<file path="config.mk">
export PLATFORM = sky130hd
export DESIGN_NAME = wb_commit_multi
export DESIGN_NICKNAME = d
export VERILOG_FILES = /design/src/rtl/wb_commit_multi_pkg.sv /design/src/rtl/wb_commit_multi_dbg_fifo.sv /design/src/rtl/wb_commit_multi.sv
export SDC_FILE = /design/constraint.sdc
export NUM_CORES = 1
export LEC_CHECK = 0
export CORE_ASPECT_RATIO = 0.8
export CORE_MARGIN = 4
export CORE_UTILIZATION = 55
export DETAILED_ROUTE_END_ITERATION = 10
export PLACE_DENSITY = 0.86
export REMOVE_ABC_BUFFERS = 1
export SYNTH_ARGS = -nofsm -noshare
export SYNTH_HDL_FRONTEND = slang
export SYNTH_SLANG_ARGS = --single-unit
</file>
<file path="constraint.sdc">
create_clock -name clk -period 20.4 [get_ports clk]
set_clock_uncertainty 0.1 [all_clocks]
set_input_delay 4.08 -clock clk [delete_from_list [all_inputs] [get_ports clk]]
set_output_delay 4.08 -clock clk [all_outputs]
set_load 0.02 [all_outputs]
</file>
<file path="src/rtl/wb_commit_multi_pkg.sv">
// Shared constants and helpers for the multi-lane writeback stage.
`define WB_DBG_ENTRY_W(xlen) (2 * (xlen) + 1 + 5)

package wb_commit_multi_pkg;

    localparam int LANES_MAX  = 4;
    localparam int ECODE_W    = 8;
    localparam int CSR_ADDR_W = 14;
    localparam int REG_ADDR_W = 5;

    // Ceiling log2; clog2(1) = 0.
    function automatic int clog2(input int value);
        int r;
        r = 0;
        for (int v = value - 1; v > 0; v = v >> 1) begin
            r = r + 1;
        end
        return r;
    endfunction

    // Debug trace entry layout: {pc, gr_we, dest, result}.
    function automatic int dbg_entry_w(input int xlen);
        return `WB_DBG_ENTRY_W(xlen);
    endfunction

endpackage

</file>
<file path="src/rtl/wb_commit_multi_dbg_fifo.sv">
// Debug-trace FIFO: up to LANES pushes per cycle (lanes 0..push_cnt-1),
// one pop per cycle whenever non-empty. Head reads as zero when empty.
module wb_dbg_fifo
    import wb_commit_multi_pkg::*;
#(
    parameter int LANES = 2,
    parameter int DEPTH = 4,
    parameter int WIDTH = 70
) (
    input  logic                                clk,
    input  logic                                rstn,
    input  logic [clog2(LANES+1)-1:0]           push_cnt,
    input  logic [LANES-1:0][WIDTH-1:0]         push_data,
    output logic [clog2(DEPTH+1)-1:0]           count,
    output logic [WIDTH-1:0]                    head
);

    localparam int PTR_W = (clog2(DEPTH) < 1) ? 1 : clog2(DEPTH);
    localparam int CNT_W = clog2(DEPTH + 1);

    logic [WIDTH-1:0] mem [DEPTH];
    logic [PTR_W-1:0] rd_ptr;
    logic [PTR_W-1:0] wr_ptr;
    logic             pop;

    function automatic logic [PTR_W-1:0] ptr_add(input logic [PTR_W-1:0] p, input int n);
        return PTR_W'((int'(p) + n) % DEPTH);
    endfunction

    assign pop  = (count != '0);
    assign head = pop ? mem[rd_ptr] : '0;

    // Pointer and occupancy update; a pop frees its slot only from the next cycle on.
    always_ff @(posedge clk) begin
        if (!rstn) begin
            rd_ptr <= '0;
            wr_ptr <= '0;
            count  <= '0;
        end else begin
            wr_ptr <= ptr_add(wr_ptr, int'(push_cnt));
            rd_ptr <= pop ? ptr_add(rd_ptr, 1) : rd_ptr;
            count  <= CNT_W'(int'(count) + int'(push_cnt) - (pop ? 1 : 0));
        end
    end

    // Entry storage, written in lane order starting at the write pointer.
    always_ff @(posedge clk) begin
        if (rstn) begin
            for (int i = 0; i < LANES; i++) begin
                if (i < int'(push_cnt)) begin
                    mem[ptr_add(wr_ptr, i)] <= push_data[i];
                end
            end
        end
    end

endmodule

</file>
<file path="src/rtl/wb_commit_multi.sv">
// Multi-lane writeback stage: registers a group from the memory stage and
// commits it in program order (RF ports, CSR/exception port, retire count),
// feeding retired instructions into a debug-trace FIFO.
module wb_commit_multi
    import wb_commit_multi_pkg::*;
#(
    parameter int LANES     = 2,
    parameter int XLEN      = 32,
    parameter int DBG_DEPTH = 4
) (
    input  logic                            clk,
    input  logic                            rstn,
    output logic                            w_allowin,
    input  logic                            mw_valid,
    input  logic [LANES-1:0]                mw_lane_valid,
    input  logic [LANES*XLEN-1:0]           mw_pc,
    input  logic [LANES*XLEN-1:0]           mw_result,
    input  logic [LANES*XLEN-1:0]           mw_vaddr,
    input  logic [LANES-1:0]                mw_gr_we,
    input  logic [LANES*REG_ADDR_W-1:0]     mw_dest,
    input  logic [LANES-1:0]                mw_ex,
    input  logic [LANES*ECODE_W-1:0]        mw_ecode,
    input  logic [LANES-1:0]                mw_esubcode,
    input  logic                            mw_csr_we,
    input  logic [CSR_ADDR_W-1:0]           mw_csr_addr,
    input  logic [XLEN-1:0]                 mw_csr_wmask,
    input  logic [XLEN-1:0]                 mw_csr_wdata,
    input  logic                            ex_en,
    output logic [LANES-1:0]                rf_we,
    output logic [LANES*REG_ADDR_W-1:0]     rf_waddr,
    output logic [LANES*XLEN-1:0]           rf_wdata,
    output logic                            csr_ex,
    output logic [ECODE_W-1:0]              csr_ecode,
    output logic                            csr_esubcode,
    output logic [XLEN-1:0]                 csr_pc,
    output logic [XLEN-1:0]                 csr_vaddr,
    output logic                            csr_we,
    output logic [CSR_ADDR_W-1:0]           csr_addr,
    output logic [XLEN-1:0]                 csr_wmask,
    output logic [XLEN-1:0]                 csr_wdata,
    output logic [clog2(LANES+1)-1:0]       retire_cnt,
    output logic [XLEN-1:0]                 debug_wb_pc,
    output logic [3:0]                      debug_wb_rf_we,
    output logic [4:0]                      debug_wb_rf_wnum,
    output logic [XLEN-1:0]                 debug_wb_rf_wdata
);

    localparam int RC_W  = clog2(LANES + 1);
    localparam int CNT_W = clog2(DBG_DEPTH + 1);
    localparam int EW    = dbg_entry_w(XLEN);

    logic                        w_valid;
    logic [LANES-1:0]            w_lane_valid;
    logic [LANES*XLEN-1:0]       w_pc;
    logic [LANES*XLEN-1:0]       w_result;
    logic [LANES*XLEN-1:0]       w_vaddr;
    logic [LANES-1:0]            w_gr_we;
    logic [LANES*REG_ADDR_W-1:0] w_dest;
    logic [LANES-1:0]            w_ex;
    logic [LANES*ECODE_W-1:0]    w_ecode;
    logic [LANES-1:0]            w_esubcode;
    logic                        w_csr_we;
    logic [CSR_ADDR_W-1:0]       w_csr_addr;
    logic [XLEN-1:0]             w_csr_wmask;
    logic [XLEN-1:0]             w_csr_wdata;

    int                          ex_lane;
    int                          n_ret;
    logic [LANES-1:0]            retiring;
    logic [LANES-1:0]            shadowed;
    logic                        w_ready_go;
    logic                        fire;
    logic [CNT_W-1:0]            dbg_count;
    logic [EW-1:0]               dbg_head;
    logic [LANES-1:0][EW-1:0]    push_data;

    // Stage register; a flush beats capture and also clears the payload.
    always_ff @(posedge clk) begin
        if (!rstn || ex_en) begin
            w_valid      <= 1'b0;
            w_lane_valid <= '0;
            w_pc         <= '0;
            w_result     <= '0;
            w_vaddr      <= '0;
            w_gr_we      <= '0;
            w_dest       <= '0;
            w_ex         <= '0;
            w_ecode      <= '0;
            w_esubcode   <= '0;
            w_csr_we     <= 1'b0;
            w_csr_addr   <= '0;
            w_csr_wmask  <= '0;
            w_csr_wdata  <= '0;
        end else if (w_allowin) begin
            w_valid <= mw_valid;
            if (mw_valid) begin
                w_lane_valid <= mw_lane_valid;
                w_pc         <= mw_pc;
                w_result     <= mw_result;
                w_vaddr      <= mw_vaddr;
                w_gr_we      <= mw_gr_we;
                w_dest       <= mw_dest;
                w_ex         <= mw_ex;
                w_ecode      <= mw_ecode;
                w_esubcode   <= mw_esubcode;
                w_csr_we     <= mw_csr_we;
                w_csr_addr   <= mw_csr_addr;
                w_csr_wmask  <= mw_csr_wmask;
                w_csr_wdata  <= mw_csr_wdata;
            end
        end
    end

    // The oldest excepting lane bounds which lanes retire.
    always_comb begin
        ex_lane  = LANES;
        retiring = '0;
        n_ret    = 0;
        for (int i = LANES - 1; i >= 0; i--) begin
            if (w_lane_valid[i] && w_ex[i]) ex_lane = i;
        end
        for (int i = 0; i < LANES; i++) begin
            if (w_lane_valid[i] && (i < ex_lane)) begin
                retiring[i] = 1'b1;
                n_ret       = n_ret + 1;
            end
        end
    end

    // Only the registered FIFO count is credited; a same-cycle pop is not.
    assign w_ready_go = (DBG_DEPTH - int'(dbg_count)) >= n_ret;
    assign w_allowin  = !w_valid || w_ready_go;
    assign fire       = w_valid && w_ready_go;

    // A write is dropped when a younger retiring lane targets the same register.
    always_comb begin
        shadowed = '0;
        for (int i = 0; i < LANES; i++) begin
            for (int j = i + 1; j < LANES; j++) begin
                if (retiring[j] && w_gr_we[j] &&
                    (w_dest[j*REG_ADDR_W +: REG_ADDR_W] == w_dest[i*REG_ADDR_W +: REG_ADDR_W])) begin
                    shadowed[i] = 1'b1;
                end
            end
        end
    end

    assign rf_we      = fire ? (retiring & w_gr_we & ~shadowed) : '0;
    assign rf_waddr   = w_dest;
    assign rf_wdata   = w_result;
    assign retire_cnt = fire ? RC_W'(n_ret) : '0;

    // Exception info comes from the excepting lane, or lane 0 when none.
    always_comb begin
        csr_ecode    = w_ecode[0 +: ECODE_W];
        csr_esubcode = w_esubcode[0];
        csr_pc       = w_pc[0 +: XLEN];
        csr_vaddr    = w_vaddr[0 +: XLEN];
        for (int i = 1; i < LANES; i++) begin
            if (i == ex_lane) begin
                csr_ecode    = w_ecode[i*ECODE_W +: ECODE_W];
                csr_esubcode = w_esubcode[i];
                csr_pc       = w_pc[i*XLEN +: XLEN];
                csr_vaddr    = w_vaddr[i*XLEN +: XLEN];
            end
        end
    end

    assign csr_ex    = fire && (ex_lane < LANES);
    assign csr_we    = fire && w_csr_we && (ex_lane != 0);
    assign csr_addr  = w_csr_addr;
    assign csr_wmask = w_csr_wmask;
    assign csr_wdata = w_csr_wdata;

    // Trace entries for every lane; only the retiring prefix is pushed.
    always_comb begin
        for (int i = 0; i < LANES; i++) begin
            push_data[i] = {w_pc[i*XLEN +: XLEN], w_gr_we[i],
                            w_dest[i*REG_ADDR_W +: REG_ADDR_W], w_result[i*XLEN +: XLEN]};
        end
    end

    wb_dbg_fifo #(
        .LANES (LANES),
        .DEPTH (DBG_DEPTH),
        .WIDTH (EW)
    ) u_dbg_fifo (
        .clk       (clk),
        .rstn      (rstn),
        .push_cnt  (retire_cnt),
        .push_data (push_data),
        .count     (dbg_count),
        .head      (dbg_head)
    );

    assign debug_wb_pc       = dbg_head[EW-1 -: XLEN];
    assign debug_wb_rf_we    = {4{dbg_head[XLEN+REG_ADDR_W]}};
    assign debug_wb_rf_wnum  = dbg_head[XLEN +: REG_ADDR_W];
    assign debug_wb_rf_wdata = dbg_head[XLEN-1:0];

endmodule

</file>
; ---- Word level (Yosys, flattened, before mapping)
; Memories as Yosys holds them, arrays and structs flattened. A register that Yosys moved wholly into a read port is not among the register bits.
; Index checks and enable logic that the tools add are counted.
[classes]
n_addsub = 7
n_mul = 0
div = 0
magnitude_cmp = 6
n_eq_ne = 2
shift = 0
n_mux = 23
n_bitwise = 3
n_reduce_logical = 17
[op_table]
columns = cell, n
row1 = two-way mux 32 bit, 4
row2 = two-way mux 70 bit, 1
row3 = "adder 32 x 2 -> 32 bit, second input constant", 1
row4 = "equality test 2 x 32 -> 1 bit, first input constant", 1
row5 = greater-or-equal comparator 4 x 32 -> 1 bit, 1
row6 = "less-than comparator 1 x 32 -> 1 bit, first input constant", 1
row7 = "less-than comparator 2 x 32 -> 1 bit, first input constant", 1
row8 = "less-than comparator 32 x 3 -> 1 bit, second input constant", 1
row9 = nonzero test 32 bit, 1
row10 = two-way mux 1 bit, 12
row11 = logical AND 1 bit, 10
row12 = two-way mux 2 bit, 5
row13 = two-way mux 8 bit, 1
row14 = equality test 5 bit, 1
row15 = "adder 2 x 1 -> 2 bit, second input constant", 2
row16 = AND 2 bit, 2
row17 = "less-than comparator 1 x 2 -> 1 bit, first input constant", 2
row18 = "subtractor 3 x 3 -> 4 bit, first input constant", 1
row19 = adder 3 x 2 -> 3 bit, 1
row20 = nonzero test 3 bit, 1
row21 = subtractor 3 bit, 1
row22 = adder 2 bit, 1
row23 = zero test 1 bit, 2
row24 = logical OR 1 bit, 2
row25 = 2 further kinds, 2
[totals]
ff_bits = 313
latch_bits = 0
mem_bits_rw = 280
mem_bits_ro = 0
input_bits = 309
out_inout_bits = 305
elab_cells = 76
mem_count = 1
[mem_list]
columns = memory, depth, word_bits, rd, rd_ports_with_merged_regs, write_ports, line
row1 = u_dbg_fifo.mem, 4, 70, 1, 1, 2, wb_commit_multi_dbg_fifo.sv:21  ; logic [WIDTH-1:0] mem [DEPTH];

; ---- Logic depth before layout (Yosys ltp)
[logic_depth]
word_depth = 15
mapped_depth = 14
ltp_nobuf = 13

; ---- Cells and area by module
; From an unflattened synthesis, not the netlist that was laid out.
[unflattened]
cells_unflattened = 2252
area_unflattened_um2 = 27715.3
[by_module_without_submodules]
columns = mod, n_inst, cells_per_inst, area_each_um2, seq_area_each_um2
row1 = wb_dbg_fifo, 1, 807, 14431.3, 8588.2
row2 = wb_commit_multi, 1, 1445, 13284.0, 6125.9

; ---- Worst setup path before layout
; Ideal clock, no wire load.
[synth_path]
path_type = input -> register
from = input port rstn
to = memory u_dbg_fifo.mem[3][0], enable pin
setup_time_ns = 0.696
arrival_time_ns = 11.777
required_time_ns = 19.604
setup_slack_ns = 7.827
path_stages = 3
path_buffers = 1
path_cell_list = clkbuf_1 -> inv_1 -> nor4b_1
[synth_rtl]
columns = item, line
row1 = from (decl), wb_commit_multi.sv:12  ; input logic rstn,
row2 = to (decl), wb_commit_multi_dbg_fifo.sv:21

; ---- Final worst setup path
[layout_path]
from = register w_lane_valid[0]
to = output port rf_we[0]
[layout_via]
elab_chain_cells = 11
elab_cells_between_ends = 20
classes_between = 1 x add/sub / 3 x order compare / 7 x mux / 3 x bitwise / 6 x reduce/logical
[layout_lines]
columns = item, line
row1 = from (decl), wb_commit_multi.sv:53  ; logic [LANES-1:0] w_lane_valid;
row2 = from (signal assigned), wb_commit_multi.sv:97  ; w_lane_valid <= mw_lane_valid;
row3 = branches (longest 10 deep; another with less-than comparator 1 x 32 -> 1 bit), --
row4 = two-way mux 2 bit *, wb_commit_multi.sv:148  ; assign rf_we = fire ? (retiring & w_gr_we & ~shadowed) : '0;
row5 = to (decl), wb_commit_multi.sv:29  ; output logic [LANES-1:0] rf_we,
; Every way passes the cells marked *.

==> load_flow_metrics.sql <==
INSERT INTO impl_metrics (metric_group, metric, value, unit) VALUES
('logic_synthesis', 'sequential_fraction_of_the_synthesis_area', '0.531', ''),
('critical_path', 'worstSetupEndpointType', 'output port', ''),
('cts', 'path_clk_slew', '0.07', 'ns'),
('logic_synthesis', 'synthesis.area_per_instance', '11.5', 'µm²'),
('critical_path', 'cp.buffers_inverters', '1', ''),
('drt', 'wl_per_cell', '24.0', 'µm'),
('floorplan', 'chipWidth', '259', 'µm'),
('logic_synthesis', 'number_of_instances_in_the_synthesized_netlist', '2409', ''),
('cts', 'max-clock-path-buffers', '3', ''),
('final_layout', 'multi_input_area', '11500', 'µm²'),
('logic_synthesis', 'synth_seq_cells', '595', ''),
('final_layout', 'finish.instance_area', '35500', 'µm²'),
('drt', 'drt_wl_total', '85100', 'µm'),
('drt', 'routed-via-count', '21700', ''),
('timing', 'slew_headroom', '0.0628', ''),
('critical_path', 'critical_path.startpoint_type', 'flop', ''),
('final_layout', 'nFillCells', '3278', ''),
('final_layout', 'layout.core_utilization', '0.712', ''),
('final_layout', 'seq_area', '14700', 'µm²'),
('grt', 'grt.overflow.total', '0', ''),
('critical_path', 'critical_path_peak_fanout', '12', ''),
('grt', 'first_pass_grt_wire_length', '128000', 'µm'),
('timing', 'grt_setup_unrepaired', 'false', ''),
('critical_path', 'worst-setup-path-type', 'flop to output port', ''),
('placement', 'detailedPlacementHpwl', '53000', 'µm'),
('floorplan', 'design.portCount', '614', ''),
('placement', 'gp_routability_congestion', '0.884', ''),
('floorplan', 'placementRows', '73', ''),
('grt', 'maximum_number_of_pins_on_one_net_before_global_route_repair', '223', ''),
('cts', 'post_cts_resize_count', '0', ''),
('timing', 'finalWorstPathRequiredPeriod', '8.07', 'ns'),
('logic_synthesis', 'postSynth.topFlopCell', 'dfxtp_1', ''),
('timing', 'worst_pin_slew', '1.41', 'ns'),
('cts', 'cts_htree_levels', '2', ''),
('placement', 'port-buffer-count', '613', ''),
('grt', 'first_global_vias', '22100', ''),
('critical_path', 'crit_path_frequent_cell', 'ha_1', ''),
('critical_path', 'path_delay_family', 'simple AND/OR/NAND/NOR gates', ''),
('critical_path', 'crit_path_cell_trace', 'nand2_1, and3b_1, ha_1, ha_1, nand2b_2, a21oi_2, or2_2, nor3_1, clkdlybuf4s50_1', ''),
('logic_synthesis', 'async_flop_share', '0', ''),
('critical_path', 'worst_path_largest_cell_delay', '0.66', 'ns'),
('pwr', 'vdd.ir_drop.worst', '0.0655', 'mV'),
('critical_path', 'timing.critical_path.arrival', '3.89', 'ns'),
('cts', 'cts.hold.buffers_added', '0', ''),
('cts', 'cts_setup_buffers', '0', ''),
('timing', 'setup_violations', '0', ''),
('logic_synthesis', 'yosys.cell_types.count', '48', ''),
('floorplan', 'core', '49800', 'µm²'),
('drt', 'remaining_drc_errors', '0', ''),
('drt', 'dr.first_iter.drc_count', '2209', ''),
('critical_path', 'req_time_crit_path', '16.22', 'ns'),
('floorplan', 'die_outline_area', '54100', 'µm²'),
('critical_path', 'slowest_stage', 'a21oi_2', ''),
('timing', 'report.final.slew_viol_count', '0', ''),
('cts', 'tritoncts', 'yes', ''),
('placement', 'placedInstanceArea', '33400', 'µm²'),
('drt', 'first_pass_iters', '6', ''),
('drt', 'drt.antenna.violating_nets', '0', ''),
('final_layout', 'syn2layout_area_growth', '27.9', '%'),
('timing', 'hold_viol', '0', ''),
('job', 'max_cap_viol_count', '0', ''),
('timing', 'timing.final.crit_share', '0.396', ''),
('critical_path', 'worst-r2r-cell-count', '10', ''),
('grt', 'grt_use_total', '0.300', ''),
('final_layout', 'finalNetCount', '3117', ''),
('grt', 'antenna_found_initial', '24', ''),
('min_path', 'hold_class', 'flop to flop', ''),
('cts', 'cts_made_buffers', '58', ''),
('pwr', 'p_leak', '12.4', 'nW'),
('logic_synthesis', 'synthesis.area', '27700', 'µm²'),
('logic_synthesis', 'synth_edf_count', '280', ''),
('cts', 'tritoncts_num_sinks', '595', ''),
('timing', 'final.setup.tns', '0', 'ns'),
('cts', 'clock_insertion_delay_worst_skew', '0.60', 'ns'),
('critical_path', 'timing.critical_path.depth', '9', ''),
('drt', 'route.detailed.vias_per_inst', '6.12', ''),
('logic_synthesis', 'synthesis.yosys.warnings', '0', ''),
('floorplan', 'starting_density_of_the_core', '0.557', ''),
('min_path', 'worst_hold_path.num_cells', '2', ''),
('pwr', 'power_density', '94.6', 'nW/µm²'),
('timing', 'max_clock_freq', '124', 'MHz'),
('run_status', 'outcome', 'finished clean', ''),
('floorplan', 'die_h', '209', 'µm'),
('cts', 'cts.root.buffer_cell', 'clkbuf_16', ''),
('final_layout', 'drive_gt1_frac', '0.184', '');
[state kept, by name (all words and copies together) (netlist names), 14 cells and up, named ones only]
register        flops
csr_addr           14
csr_wdata          32
csr_wmask          32
rf_wdata           64
u_dbg_fifo.mem    280
w_ecode            16
w_pc               64
w_vaddr            64
[cell type report]
type,count,share of cell area
inverters,10,0.00106
flip-flops and latches,595,0.415
clock inverters,22,0.00452
multi-input cells,1495,0.323
clock buffers,88,0.0511
diodes,23,0.00162
well taps,675,0.0238
repair buffers,640,0.180
[cell usage in the layout, fill, tap and decap left out, drive strengths merged, types with 2 or more instances in the layout]
master	synthesis	final
inv	10	13
o21ai	308	308
nand3	306	306
mux4	70	70
clkbuf	168	88
nor3	7	7
clkdlybuf4s50	0	613
nor2b	2	2
edfxtp	280	280
nor2	8	8
dfxtp	315	315
nor4	5	5
or2	2	2
mux2	353	353
nand2	10	10
xnor2	6	6
a21oi	311	311
and2	72	72
mux2i	2	2
nor3b	2	2
nand2b	7	7
ha	7	7
o31ai	2	2
buf	141	27
diode	0	23
xor2	3	3
clkinv	0	17
[metal layers]
layer / wire length (µm) / share of wire / global-route usage / up-vias
met3: 7480 / 0.088 / 0.0665 / 221
met2: 42500 / 0.50 / 0.516 / 1069
met4: 4270 / 0.050 / 0.148 / 0
li1: - / - / - / 9681
met1: 30800 / 0.36 / 0.357 / 10800
met5: 0 / 0 / 0 / -
[power breakdown]
| group | switching, W | leakage (nW) | internal (W) |
|---|---|---|---|
| Sequential | 0.0000565 | 5.19 | 0.00128 |
| Clock | 0.000466 | 0.982 | 0.000627 |
| Combinational | 0.000484 | 6.20 | 0.000441 |
[synthesized netlist by cell type (8+ instances only)]
library cell | number | share of area
nor2_1 | 8 | 0.0011
clkbuf_1 | 168 | 0.023
mux4_2 | 70 | 0.057
buf_2 | 23 | 0.0042
mux2_2 | 268 | 0.11
mux2_1 | 45 | 0.018
mux2_4 | 40 | 0.022
and2_1 | 72 | 0.016
dfxtp_1 | 315 | 0.23
buf_4 | 84 | 0.023
buf_1 | 19 | 0.0026
inv_1 | 10 | 0.0014
nand3_1 | 306 | 0.055
edfxtp_1 | 280 | 0.30
buf_6 | 15 | 0.0061
nand2_1 | 10 | 0.0014
a21oi_1 | 310 | 0.056
o21ai_0 | 306 | 0.055
[stage by stage]
step           hold WS [ns]  total power, W  setup slack (ns)  cells
2_1_floorplan         0.349         0.00187              8.17   2100
3_3_place_gp          0.358         0.00227             12.70   3415
3_5_place_dp          0.364         0.00229             12.62   3415
4_1_cts               0.373         0.00337             12.30   3525
5_1_grt               0.396         0.00347             12.14   3548
6_report              0.376         0.00335             12.33   3548
[kinds of logic (layout without fill, tap and decap cells)]
| kind of cell | after synthesis | count (layout) | synth area share |
|---|---|---|---|
| DFF | 595 | 595 | 0.531 |
| AOI/OAI and AO/OA | 626 | 626 | 0.114 |
| xor gates and xnor gates | 9 | 9 | 0.00284 |
| adders and majority gates | 8 | 8 | 0.00388 |
| and+or+nand+nor | 427 | 427 | 0.0826 |
| other | 0 | 23 | 0 |
| buffers and inverters | 319 | 760 | 0.0597 |
| muxes | 425 | 425 | 0.206 |
[worst paths after layout]
path,startpoint,end,slack (ns)
setup / recovery,w_lane_valid[0],rf_we[0],12.33
hold / removal,csr_wmask[28],csr_wmask[28],0.38
hold reg to reg,csr_wmask[28],csr_wmask[28],0.38
setup reg to reg,w_lane_valid[0],u_dbg_fifo.mem[2][27],16.09
[worst reg2reg max path, cell delays in order (launching register included)]
cell and delay [ns]:
dfxtp_1 0.41, nand2_1 0.13, and3b_1 0.20, ha_1 0.36, ha_1 0.30, nand2b_2 0.17, a21oi_2 0.23, nor4_4 0.36
buf_4 0.49, buf_4 0.85, mux2_2 0.45
Note: power is estimated with default switching activity, not from simulation.
